File: config.mk
export PLATFORM = sky130hd
export DESIGN_NAME = serial_addsub
export DESIGN_NICKNAME = d
export VERILOG_FILES = /design/src/rtl/serial_addsub.sv
export SDC_FILE = /design/constraint.sdc
export NUM_CORES = 1
export LEC_CHECK = 0
export CAP_MARGIN = 25
export CORE_AREA = 2 2 58 60
export DETAILED_ROUTE_END_ITERATION = 7
export DIE_AREA = 0 0 60 62
export MAX_ROUTING_LAYER = met4
export PLACE_DENSITY = 0.88
export SKIP_CTS_REPAIR_TIMING = 1
export SLEW_MARGIN = 20
export SYNTH_ARGS = -nofsm -noshare
export SYNTH_HDL_FRONTEND = slang
export SYNTH_SLANG_ARGS = --single-unit
File: constraint.sdc
create_clock -name clk -period 2.2 [get_ports clk]
set_input_delay 0.66 -clock clk [delete_from_list [all_inputs] [get_ports clk]]
set_output_delay 0.66 -clock clk [all_outputs]
set_load 0.01 [all_outputs]
File: src/rtl/serial_addsub.sv
// serial_addsub: bit-serial two's-complement adder/subtractor.
// One full-adder cell and a carry flop process the operands LSB first, one
// bit per clock. Operands arrive over a valid/ready handshake. The result,
// carry-out and signed overflow leave over a second valid/ready handshake.
module serial_addsub #(
  parameter int WIDTH = 8
) (
  input  logic             clk,
  input  logic             rst,
  input  logic             in_valid,
  output logic             in_ready,
  input  logic [WIDTH-1:0] a,
  input  logic [WIDTH-1:0] b,
  input  logic             sub,
  output logic             out_valid,
  input  logic             out_ready,
  output logic [WIDTH-1:0] result,
  output logic             c_out,
  output logic             overflow
);

  // A counter of at least one bit keeps WIDTH=1 legal.
  localparam int CNT_W = (WIDTH > 1) ? $clog2(WIDTH) : 1;
  localparam logic [CNT_W-1:0] LAST_BIT = CNT_W'(WIDTH - 1);

  typedef enum logic [1:0] {
    IDLE  = 2'd0,
    SHIFT = 2'd1,
    DONE  = 2'd2
  } state_t;

  state_t           state_r;
  logic [WIDTH-1:0] a_sh_r;
  logic [WIDTH-1:0] b_sh_r;
  logic [WIDTH-1:0] result_r;
  logic [CNT_W-1:0] cnt_r;
  logic             carry_r;
  logic             c_out_r;
  logic             overflow_r;
  logic             in_ready_r;
  logic             out_valid_r;

  logic [WIDTH-1:0] a_next_s;
  logic [WIDTH-1:0] b_next_s;
  logic [WIDTH-1:0] result_next_s;
  logic             sum_s;
  logic             carry_s;

  // The single full-adder cell, returned as {carry, sum}.
  function automatic logic [1:0] full_add(input logic x, input logic y, input logic ci);
    return {((x & y) | (x & ci) | (y & ci)), (x ^ y ^ ci)};
  endfunction

  // Bit-slice datapath: add the current LSBs and form the shifted registers.
  always_comb begin
    {carry_s, sum_s} = full_add(a_sh_r[0], b_sh_r[0], carry_r);
    a_next_s         = a_sh_r >> 1'b1;
    b_next_s         = b_sh_r >> 1'b1;
    result_next_s    = result_r >> 1'b1;
    result_next_s[WIDTH-1] = sum_s;
  end

  // Control FSM with the operand, result and handshake registers.
  always_ff @(posedge clk) begin
    if (rst) begin
      state_r     <= IDLE;
      a_sh_r      <= '0;
      b_sh_r      <= '0;
      result_r    <= '0;
      cnt_r       <= '0;
      carry_r     <= 1'b0;
      c_out_r     <= 1'b0;
      overflow_r  <= 1'b0;
      in_ready_r  <= 1'b1;
      out_valid_r <= 1'b0;
    end else begin
      case (state_r)
        IDLE: begin
          in_ready_r  <= 1'b1;
          out_valid_r <= 1'b0;
          if (in_valid && in_ready_r) begin
            // Subtraction is A + ~B + 1: invert B here, seed the carry with 1.
            a_sh_r     <= a;
            b_sh_r     <= sub ? ~b : b;
            carry_r    <= sub;
            cnt_r      <= '0;
            in_ready_r <= 1'b0;
            state_r    <= SHIFT;
          end else begin
            state_r <= IDLE;
          end
        end
        SHIFT: begin
          a_sh_r   <= a_next_s;
          b_sh_r   <= b_next_s;
          result_r <= result_next_s;
          carry_r  <= carry_s;
          cnt_r    <= cnt_r + CNT_W'(1);
          if (cnt_r == LAST_BIT) begin
            // carry_r here is the carry into the MSB.
            c_out_r     <= carry_s;
            overflow_r  <= carry_r ^ carry_s;
            out_valid_r <= 1'b1;
            state_r     <= DONE;
          end else begin
            state_r <= SHIFT;
          end
        end
        DONE: begin
          if (out_ready) begin
            out_valid_r <= 1'b0;
            in_ready_r  <= 1'b1;
            state_r     <= IDLE;
          end else begin
            state_r <= DONE;
          end
        end
        default: begin
          in_ready_r  <= 1'b1;
          out_valid_r <= 1'b0;
          state_r     <= IDLE;
        end
      endcase
    end
  end

  assign in_ready  = in_ready_r;
  assign out_valid = out_valid_r;
  assign result    = result_r;
  assign c_out     = c_out_r;
  assign overflow  = overflow_r;

endmodule
==> results.md, run 1 <==
* Status: complete, no violations
* Post-route DRC at 0
* RSZ-0062 raised after global routing: false
* Setup CP Type: reg -> out
* Ports at 33
* Critical Path Start Type: register
* GRT Overall Usage at 20.4%
* Area growth, synth to finish at 29.0%
* Hold Path Class: reg -> reg
* Final #Nets at 228
* DRT Pass-1 Iters at 6
* CP required at 1.54 ns
* Multi-input gate area at 716 µm²
* Endpoints failing hold at 0
* Post-Syn Instances at 172
* Total power at 0.00125 W
* Slew margin rel. at 68.2%
* Worst-Margin Slew at 0.476 ns
* Clock slew seen by the registers of the worst setup and hold paths at 0.10 ns
* Core outline area at 3180 µm²
* Clk Latency, worst-skew pair at 0.34 ns
* VDD IR-drop max at 0.000387 V
* Post-synth EDFFs at 0
* Clock period minus worst slack at 1.98 ns
* Routed len/inst at 12.4 µm
* Die area at 3720 µm²
* Setup TNS at 0 ns
* Clock sinks at 34
* Global route overflow at 0
* Die Span Y at 62 µm
* Port-buffer cells at 32
* Top cell type's share of synthesized area at 46.2%
* Slew Limit Fails at 0
* Synth Area per Inst at 8.56 µm²
* Num CTS Buffers at 5
* Crit path capture type: output port
* Antenna diodes at 0
* CTS H-tree depth at 2
* Drt via density at 5.21
* Async set or reset register ratio after synthesis at 0%
* Ys Warns at 0
* Sequential cell area at 681 µm²
* Top delay family on crit path: buffers and inverters
* Synth unique cells at 27
* Post-synthesis cell area at 1470 µm²
* Synth top area cells: dfxtp_1, a21oi_1, nand2_1
* Global-route wire length before repair at 5330 µm
* Chip Width at 60 µm
* Share of cells above drive strength 1 at 6.83%
* Final HPWL from detailed placement at 2140 µm
* Initial core utilization at 46.3%
* Most numerous cell in the Yosys netlist: nand2_1
* Leak Pwr at 0.696 nW
* Worst Skew at 0.00991 ns
* Layout Cells excl Fill at 251
* Total wire length at 3110 µm
* Syn_nets at 196
* Largest net degree at the start of global routing at 28
* Longest Clk Path Bufs at 2
* Placed insts at 243
* Max-cap violations at 0
* CP max stage cell: clkdlybuf4s50_1
* CP Max Fanout at 5
* Initial antenna violation count at 0
* Max incr delay on CP at 0.56 ns
* Power Density at 660 nW/µm²
* Via count at 1,307
* CTS tree: yes
* Placement row count at 21
* GP Congestion at 0.782
* Post-synth top cells: nand2_1, dfxtp_1, a21oi_1
* Yosys reg bits at 34
* Most used DFF post-synth: dfxtp_1
* Fillers at 289
* DR iter-0 viols at 65
* FMAX at 506 MHz
* ANT nets after route at 0
* Worst EP arrival at 1.32 ns
* Critical path cell sequence: clkdlybuf4s50_1
* Register area share after synthesis at 46.2%
* Vias in the first global route at 1,192
* Area leader, netlist: dfxtp_1
* CTS Root Buffer Type: clkbuf_4
* Tcrit/Tclk final at 89.8%
* CP Buf/Inv Count at 1
* Final Setup Violations at 0
## layout make-up
cell class,instances,area share (%)
repair buffers,38,19.9
clock inverters,1,0.264
inverters,2,0.395
flip-flops and latches,34,35.8
clock buffers,7,2.90
multi-input cells,123,37.7
well taps,46,3.03
## registers in the layout, indices dropped and copies added, names as in the netlist
signal / flops
c_out: 1
result: 8
cnt_r: 3
out_valid: 1
state_r: 2
overflow: 1
in_ready: 1
carry_r: 1
a_sh_r: 8
b_sh_r: 8
## metal layers
layer | GRT usage [%] | routed length, µm
met1 | 23.0 | 1410
met2 | 32.0 | 1470
met3 | 4.55 | 122
met4 | 14.9 | 119
met5 | - | 0
## final timing paths
path	start	to	slack (ns)	depth (start not counted)
min	result[0]	result[0]	0.46	2
max reg2reg	state_r[1]	a_sh_r[6]	0.54	4
min reg2reg	result[0]	result[0]	0.46	2
max	in_ready	in_ready	0.22	1
## cell usage in the layout, fill, tap and decap left out, drive strengths merged
cell	count
and4bb	1
clkdlybuf4s50	32
dfxtp	34
fa	1
a21bo	1
a311oi	8
inv	2
nand2	37
clkinv	1
buf	6
xor2	9
ha	2
clkbuf	7
a21o	1
nand3b	2
nor2b	1
o21bai	1
a22oi	7
a21oi	33
nand2b	1
nand3	1
mux2i	1
nor2	4
a211oi	1
or3b	1
o21ai	10
## kinds of logic after synthesis
kind of cell / share of synthesized area (%)
muxes: 0.680
DFF: 46.2
xor gates and xnor gates: 5.35
and+or+nand+nor: 14.1
adders and majority gates: 3.06
AOI/OAI and AO/OA: 25.4
buffers and inverters: 5.18
## stage by stage
stage / setup WS, ns / area (µm²) / util (%) / hold WS, ns
after floorplan: 0.785 / 1470 / - / 0.444
after global routing: 0.163 / 1900 / 59.7 / 0.488
after CTS: 0.207 / 1900 / 59.7 / 0.461
final: 0.224 / 1900 / 59.7 / 0.457
after detailed placement: 0.195 / 1840 / 57.9 / 0.447
after global placement: 0.265 / 1840 / 57.9 / 0.444
## power by group
| part | leakage (nW) | switching [W] | internal, W |
|---|---|---|---|
| combinational | 0.382 | 0.000107 | 0.000104 |
| sequential | 0.278 | 0.0000266 | 0.000654 |
| clock | 0.0353 | 0.000206 | 0.000155 |
| total | 0.696 | 0.000340 | 0.000913 |
No activity file was read; power rests on OpenSTA's default activity.
==> run 2, diff against run 1 <==
--- a/config.mk
+++ b/config.mk
@@ -9,7 +9,6 @@
 export CORE_AREA = 2 2 58 60
 export DETAILED_ROUTE_END_ITERATION = 7
 export DIE_AREA = 0 0 60 62
-export MAX_ROUTING_LAYER = met4
 export PLACE_DENSITY = 0.88
 export SKIP_CTS_REPAIR_TIMING = 1
 export SLEW_MARGIN = 20
==> results.md, run 2 (synthesis results as in run 1) <==
* Routed len/inst at 12.5 µm
* CP Buf/Inv Count at 1
* Area growth, synth to finish at 29.0%
* Largest net degree at the start of global routing at 28
* Max incr delay on CP at 0.56 ns
* Core outline area at 3180 µm²
* RSZ-0062 raised after global routing: false
* Clock slew seen by the registers of the worst setup and hold paths at 0.10 ns
* Die Span Y at 62 µm
* Clk Latency, worst-skew pair at 0.34 ns
* Total wire length at 3140 µm
* Critical path cell sequence: clkdlybuf4s50_1
* FMAX at 507 MHz
* CTS tree: yes
* Num CTS Buffers at 5
* Final #Nets at 228
* Antenna diodes at 0
* Via count at 1,302
* Drt via density at 5.19
* Chip Width at 60 µm
* Die area at 3720 µm²
* DR iter-0 viols at 66
* Switching Fraction at 27.2%
* Critical Path Start Type: register
* Comb pwr share at 16.8%
* Clock share of power at 28.9%
* Clock period minus worst slack at 1.97 ns
* Switch Pwr at 0.000341 W
* Tcrit/Tclk final at 89.7%
* GP Congestion at 0.772
* ANT nets after route at 0
* Sequential power share at 54.3%
* Top delay family on crit path: buffers and inverters
* Global-route wire length before repair at 5330 µm
* CP Max Fanout at 5
* DRT Pass-1 Iters at 4
* Vias in the first global route at 1,195
* Sequential cell area at 681 µm²
* CP max stage cell: clkdlybuf4s50_1
* Worst-Margin Slew at 0.480 ns
* Most common cell after layout, fill and taps aside: nand2_1
* Port-buffer cells at 32
* Placement row count at 21
* VDD IR-drop max at 0.000389 V
* GRT Overall Usage at 19.7%
* CTS H-tree depth at 2
* Ports at 33
* Worst EP arrival at 1.31 ns
* CP required at 1.54 ns
* Leak Pwr at 0.696 nW
* Endpoints failing hold at 0
* Final Setup Violations at 0
* Setup TNS at 0 ns
* Initial antenna violation count at 0
* Longest Clk Path Bufs at 2
* Setup CP Type: reg -> out
* Hold Slack at 0.457 ns
* Clock sinks at 34
* Initial core utilization at 46.3%
* Fillers at 289
* Slew margin rel. at 68.0%
* Max-cap violations at 0
* Global route overflow at 0
* Hold Path Class: reg -> reg
* Share of cells above drive strength 1 at 6.83%
* Commonest non-fill, non-tap cells in the layout: nand2_1, dfxtp_1, a21oi_1, clkdlybuf4s50_1, o21ai_0
* Post-route DRC at 0
* Status: complete, no violations
* Int Pwr at 0.000913 W
* Worst Skew at 0.0120 ns
* Multi-input gate area at 716 µm²
* Slew Limit Fails at 0
* Crit path capture type: output port
* CTS Root Buffer Type: clkbuf_4
* Power Density at 660 nW/µm²
* Final HPWL from detailed placement at 2140 µm
[run 2: cell counts in the layout (fill, tap and decap cells not counted)]
Identical to the previous run, type by type.
[run 2: worst paths after layout]
path         cells past startpoint        from  slack (ns)        end
max                              1    in_ready        0.23   in_ready
min                              2   result[0]        0.46  result[0]
max reg2reg                      4  state_r[1]        0.54  a_sh_r[6]
min reg2reg                      2   result[0]        0.46  result[0]
[run 2: power groups by stage]
stage / registers [W] / logic, W / clock network, W
floorplan: 0.000689 / 0.000133 / 0
global placement: 0.000692 / 0.000207 / 0
detailed placement: 0.000694 / 0.000211 / 0
CTS: 0.000681 / 0.000212 / 0.000371
global route: 0.000686 / 0.000238 / 0.000392
finish: 0.000681 / 0.000211 / 0.000363
[run 2: stage by stage]
step | setup WS, ns | total power, W | cell area [µm²] | utilization, % | instances
after floorplan | 0.785 | 0.000822 | 1470 | - | 172
after global placement | 0.265 | 0.000899 | 1840 | 57.9 | 243
after detailed placement | 0.195 | 0.000905 | 1840 | 57.9 | 243
after CTS | 0.207 | 0.00126 | 1900 | 59.7 | 251
after global routing | 0.163 | 0.00132 | 1900 | 59.7 | 251
final | 0.226 | 0.00125 | 1900 | 59.7 | 251
[run 2: layer usage]
metal  up-vias  global-route usage, %  wire length, µm
met5         -                      0                0
met4         0                   14.9              108
met3        11                   4.55              117
met2        38                   32.1             1500
met1       586                   22.6             1410
li1        667                      -                -
[run 2: final cells by class]
cell class	count	share of cell area (%)
Clock buffer	7	2.90
Clock inverter	1	0.264
Inverter	2	0.395
Multi-Input combinational cell	123	37.7
Sequential cell	34	35.8
Tap cell	46	3.03
Timing Repair Buffer	38	19.9
[run 2: worst min-delay path, delay by kind of cell (launching register included)]
family,cells,cell delay (ns)
compound gates,1,0.05
simple gates,1,0.05
flops,1,0.32
